--- src/rtl/hazard_ctrl.sv ---
// Hazard/forwarding controller for the five-stage pipeline: operand bypass, stall generation, mul/div tracking.
// Optional stall-cycle counter built only when HAZARD_PERF_EN is defined.
module hazard_ctrl #(
    parameter int NREAD      = 2,
    parameter int DATA_W     = 32,
    parameter int REG_W      = 5,
    parameter int MULDIV_LAT = 32
) (
    input  logic                    clk,
    input  logic                    reset,
    input  logic                    jD,
    input  logic                    mdD,
    input  logic [NREAD*REG_W-1:0]  rD,
    input  logic [NREAD*DATA_W-1:0] vD,
    input  logic [NREAD*REG_W-1:0]  rE,
    input  logic [NREAD*DATA_W-1:0] vE,
    input  logic                    regWriteE,
    input  logic                    loadE,
    input  logic [REG_W-1:0]        rdE,
    input  logic                    md_startE,
    input  logic                    regWriteM,
    input  logic                    loadM,
    input  logic [REG_W-1:0]        rdM,
    input  logic [DATA_W-1:0]       aluoutM,
    input  logic                    regWriteW,
    input  logic [REG_W-1:0]        rdW,
    input  logic [DATA_W-1:0]       vW,
    output logic [NREAD*DATA_W-1:0] vHD,
    output logic [NREAD*DATA_W-1:0] vHE,
    output logic                    stallF,
    output logic                    stallD,
    output logic                    flushE,
    output logic                    md_busy,
    output logic                    md_done,
    output logic [31:0]             stall_cnt
);
    localparam int CW = $clog2(MULDIV_LAT + 1);
    localparam logic [CW-1:0] CNT_LOAD = CW'(MULDIV_LAT - 1);

    typedef enum logic [1:0] {S_IDLE, S_BUSY, S_DONE} md_state_e;

    md_state_e       state_q, state_d;
    logic [CW-1:0]   cnt_q, cnt_d;
    logic [NREAD-1:0] hit_e, hit_m;
    logic            lu, br_e, br_m, md, stall;

    for (genvar i = 0; i < NREAD; i++) begin : g_slot
        logic [REG_W-1:0] rd_s, re_s;
        assign rd_s = rD[i*REG_W +: REG_W];
        assign re_s = rE[i*REG_W +: REG_W];

        // M beats W; register 0 always reads as zero.
        assign vHE[i*DATA_W +: DATA_W] =
            (re_s == '0)                   ? '0      :
            (regWriteM && (rdM == re_s))   ? aluoutM :
            (regWriteW && (rdW == re_s))   ? vW      :
                                             vE[i*DATA_W +: DATA_W];

        // W needs no bypass into D: the regfile writes before it is read.
        assign vHD[i*DATA_W +: DATA_W] =
            (rd_s == '0)                          ? '0      :
            (regWriteM && !loadM && (rdM == rd_s)) ? aluoutM :
                                                    vD[i*DATA_W +: DATA_W];

        assign hit_e[i] = (rd_s != '0) && (rd_s == rdE);
        assign hit_m[i] = (rd_s != '0) && (rd_s == rdM);
    end

    assign lu    = loadE & regWriteE & (|hit_e);
    assign br_e  = jD & regWriteE & (|hit_e);
    assign br_m  = jD & loadM & regWriteM & (|hit_m);
    assign md    = mdD & (md_busy | md_startE);
    assign stall = ~reset & (lu | br_e | br_m | md);

    assign stallF = stall;
    assign stallD = stall;
    assign flushE = stall;

    always_ff @(posedge clk) begin
        if (reset) begin
            state_q <= S_IDLE;
            cnt_q   <= '0;
        end else begin
            state_q <= state_d;
            cnt_q   <= cnt_d;
        end
    end

    // A start arriving while BUSY is ignored; the md stall keeps it from happening.
    always_comb begin
        state_d = state_q;
        cnt_d   = cnt_q;
        case (state_q)
            S_IDLE: if (md_startE) begin
                state_d = S_BUSY;
                cnt_d   = CNT_LOAD;
            end
            S_BUSY: begin
                if (cnt_q == '0) state_d = S_DONE;
                else             cnt_d   = cnt_q - 1'b1;
            end
            S_DONE: begin
                if (md_startE) begin
                    state_d = S_BUSY;
                    cnt_d   = CNT_LOAD;
                end else begin
                    state_d = S_IDLE;
                end
            end
            default: state_d = S_IDLE;
        endcase
    end

    always_comb begin
        md_busy = (state_q == S_BUSY);
        md_done = (state_q == S_DONE);
    end

`ifdef HAZARD_PERF_EN
    logic [31:0] stall_cnt_q;
    always_ff @(posedge clk) begin
        if (reset)      stall_cnt_q <= '0;
        else if (stall) stall_cnt_q <= stall_cnt_q + 32'd1;
    end
    assign stall_cnt = stall_cnt_q;
`else
    assign stall_cnt = '0;
`endif

endmodule
--- config.mk ---
export PLATFORM = sky130hd
export DESIGN_NAME = hazard_ctrl
export DESIGN_NICKNAME = d
export VERILOG_FILES = /design/src/rtl/hazard_ctrl.sv
export SDC_FILE = /design/constraint.sdc
export NUM_CORES = 1
export LEC_CHECK = 0
export BUFFER_PORTS_ARGS = -buffer_cell sky130_fd_sc_hd__buf_2
export CORE_AREA = 4 4 155 157
export DETAILED_ROUTE_END_ITERATION = 16
export DIE_AREA = 0 0 159 161
export PLACE_DENSITY_LB_ADDON = 0.3
export SLEW_MARGIN = 15
export SYNTH_ARGS = -nofsm -noshare
export SYNTH_HDL_FRONTEND = slang
export SYNTH_SLANG_ARGS = --single-unit
export TNS_END_PERCENT = 20
--- constraint.sdc ---
create_clock -name clk -period 3.1 [get_ports clk]
set_input_delay 0.775 -clock clk [delete_from_list [all_inputs] [get_ports clk]]
set_output_delay 0.775 -clock clk [all_outputs]
set_load 0.1 [all_outputs]
==> results.py <==
metrics = {
    "grt": {
        "gr-total-overflow": 0,
        "antenna_found_initial": 2,
        "grtUsageTotal_pct": 16.6,
        "grt_pass1_wl_um": 34000,
        "grt_max_degree": 43,
        "grt_pass1_vias": 5509,
    },
    "power": {
        "swShare_pct": 59.1,
        "pwr_density_cell_mw_per_mm2": 287,
        "pwr-share-comb_pct": 87.4,
        "peakVddDrop_v": 0.000165,
        "p_leak_nw": 4.53,
        "power.internal_w": 0.00112,
        "p_sw_w": 0.00162,
        "pwr-share-seq_pct": 4.6,
        "clock_power_share_pct": 7.9,
    },
    "synth": {
        "syn_area_mm2": 0.00386,
        "syn_area_per_cell_um2": 7.58,
        "synth-seq-area-share_pct": 4.15,
        "yosys_register_bits": 8,
        "synth_cells": 509,
        "synth_warnings": 0,
        "ys_types": 34,
    },
    "route": {
        "ant_nets": 0,
        "drt_first_pass_iters": 4,
        "via_per_inst": 4.44,
        "wirelength_um": 24000,
        "drt_iter0_markers": 287,
        "num_vias": 5292,
        "drc_errors": 0,
        "wire_per_inst_um": 20.1,
    },
    "sta": {
        "min_period_over_period_pct": 106,
        "slew_viol_final": 0,
        "rsz0062_at_grt": "true",
        "relSlewSlack_pct": 52.2,
        "fin_crit_ns": 3.27,
        "worst_pin_slew_ns": 0.714,
        "finalSetupViolCount": 64,
        "setup_ws_ns": -0.172,
        "hold_violations": 0,
        "fmax_mhz": 306,
        "fin_skew_ns": 0.00110,
    },
    "worst_setup_path": {
        "slowest_delay_ns": 0.33,
        "worst_r2r_path_depth": 6,
        "path_cells": "buf_6, xor2_1, nor4_2, and3_4, clkbuf_16, mux2i_2, a211oi_4, buf_12",
        "critPathArrivalTime_ns": 2.50,
        "crit_type": "input port to primary output",
        "cp.required_ns": 2.32,
        "rrSetupSlack_ns": 1.25,
        "end_kind": "primary output",
        "reg2reg_to": "cnt_q[5]$_SDFFE_PP0P_",
        "cp_max_fo": 11,
        "startpoint_type": "input port",
        "cp_slowest_cell": "and3_4",
        "timing.rr.start": "cnt_q[0]$_SDFFE_PP0P_",
    },
    "min_path": {
        "min_to": "state_q[1]$_SDFFE_PP0P_",
        "min_path_cells": 3,
        "hp-start": "cnt_q[5]$_SDFFE_PP0P_",
        "worstHoldPathType": "register to register",
    },
    "place": {
        "hpwl_um": 19600,
        "place_area_mm2": 0.00884,
        "place_congestion": 0.811,
        "preCtsSetupSlack_ns": -0.262,
        "io_buffers": 369,
    },
    "die": {
        "num_rows": 55,
        "fp.dieW_um": 159,
        "dieArea_mm2": 0.0256,
        "ios": 402,
        "fp.dieH_um": 161,
        "core_mm2": 0.0225,
        "initial_core_util_pct": 17.1,
    },
    "clock_tree": {
        "path_clk_slew_ns": 0.04,
        "clk_latency_ns": 0.23,
        "root_buffer": "clkbuf_16",
        "htreeDepth": 1,
        "cts_tree": "built",
        "cts_made_buffers": 3,
        "clockBufferDepth": 2,
        "cts_sinks": 8,
    },
    "final_layout": {
        "diodes": 0,
        "layout_commonest_cell": "buf_2",
        "design_area_mm2": 0.00952,
        "fillers": 2124,
        "syn_to_final_growth_pct": 147,
        "nets": 1148,
        "final_layout_size_suffix_gt1_share_pct": 65.2,
        "final_cell_mix": "229 x buf_2, 152 x buf_12, 99 x nor2_1, 90 x mux2i_1",
    },
    "run_status": {
        "violations": "setup timing",
        "status": "finished, violations left",
    },
    "run": {
        "drv_cap": 0,
    },
}
==> power groups by stage <==
stage,Clock [W],Sequential (W),Combinational [W]
after floorplan,0,0.000125,0.00147
after global placement,0,0.000128,0.00232
after detailed placement,0,0.000128,0.00232
after CTS,0.000220,0.000126,0.00235
after global routing,0.000224,0.000127,0.00246
final,0.000217,0.000126,0.00239
==> per-stage QoR <==
step                util (%)  hold slack [ns]  instances  total power [W]  setup TNS (ns)
floorplan                  -            0.483        540          0.00160          -79.07
global placement        39.3            0.502       1182          0.00245          -15.17
detailed placement      39.3            0.505       1182          0.00245          -17.27
CTS                     40.5            0.510       1187          0.00270          -11.76
global route            42.3            0.571       1193          0.00281          -12.68
finish                  42.3            0.515       1193          0.00273           -5.64
==> cells in the mapped netlist <==
cell	n	area [µm²]
nor3_1	7	35.0
a211oi_1	34	255
dfxtp_1	8	160
o2111ai_1	1	8.76
buf_2	8	40.0
nor4_1	6	37.5
clkbuf_1	17	63.8
conb_1	1	3.75
nand3_1	7	35.0
a211oi_2	30	375
o22a_1	1	8.76
o21ai_0	1	5.00
nor2b_1	5	31.3
mux2i_1	128	1280
inv_1	4	15.0
a311oi_1	1	8.76
nor2_1	135	507
o21ai_1	1	5.00
xnor2_1	16	140
nand4_1	2	12.5
a31oi_1	1	6.26
and3_1	2	12.5
buf_12	6	120
or4_1	4	30.0
o211ai_1	2	15.0
buf_6	2	22.5
nand4b_1	1	8.76
buf_4	40	300
ha_1	1	12.5
nand2b_1	2	12.5
nand2_1	1	3.75
xor2_1	29	254
a21oi_1	4	20.0
o221ai_1	1	8.76
==> critical path, delay by kind of cell <==
| family | cells | cell delay [ns] |
|---|---|---|
| AOI/OAI and AO/OA | 1 | 0.12 |
| and+or+nand+nor | 2 | 0.61 |
| xor gates and xnor gates | 1 | 0.15 |
| buffers and inverters | 3 | 0.50 |
| muxes | 1 | 0.32 |
==> sequential cells by signal, indices dropped and copies added (netlist names) <==
register  flops
cnt_q         6
state_q       2
==> routing by layer <==
metal | track usage, % | vias up | routed length [µm]
met5 | 0 | - | 21
met4 | 1.93 | 4 | 260
met3 | 3.37 | 20 | 1740
met2 | 30.6 | 251 | 12400
met1 | 20.6 | 2484 | 9630
li1 | - | 2533 | -
==> worst max path at each step <==
stage	startpoint	endpoint	slack, ns	depth (start not counted)
4_1_cts	rE[5]	vHE[50]	-0.18	9
3_5_place_dp	rE[2]	vHE[8]	-0.26	9
2_1_floorplan	rD[5]	stallD	-1.14	6
6_report	rE[5]	vHE[47]	-0.17	8
5_1_grt	rE[5]	vHE[52]	-0.25	9
3_3_place_gp	rE[2]	vHE[8]	-0.25	9
==> timing repair <==
action                     4_1_cts  5_1_grt
gates resized for setup         39       74
cloned                           0        5
hold buffers                     0        0
setup endpoints to repair      120      131
setup buffers                    2        1
pin swaps                       12       22
==> final cells by class <==
type                       count  area [µm²]  share of cell area [%]
timing repair buffer         438        4760                    50.0
multi-input combinational    455        4150                    43.6
tap                          285         357                    3.75
sequential                     8         160                    1.68
clock buffer                   3        75.1                   0.789
inverter                       4        15.0                   0.158
==> cells by family (layout without fill, tap and decap cells) <==
| group | after synthesis | after routing | share of synthesized area, % |
|---|---|---|---|
| xor gates and xnor gates | 45 | 45 | 10.2 |
| adders and majority gates | 1 | 1 | 0.324 |
| and+or+nand+nor | 172 | 172 | 18.8 |
| buffers and inverters | 77 | 445 | 14.6 |
| other | 1 | 32 | 0.0972 |
| AOI/OAI and AO/OA | 77 | 77 | 18.6 |
| muxes | 128 | 128 | 33.2 |
| DFF | 8 | 8 | 4.15 |
Power figures use the tool's default switching activity.
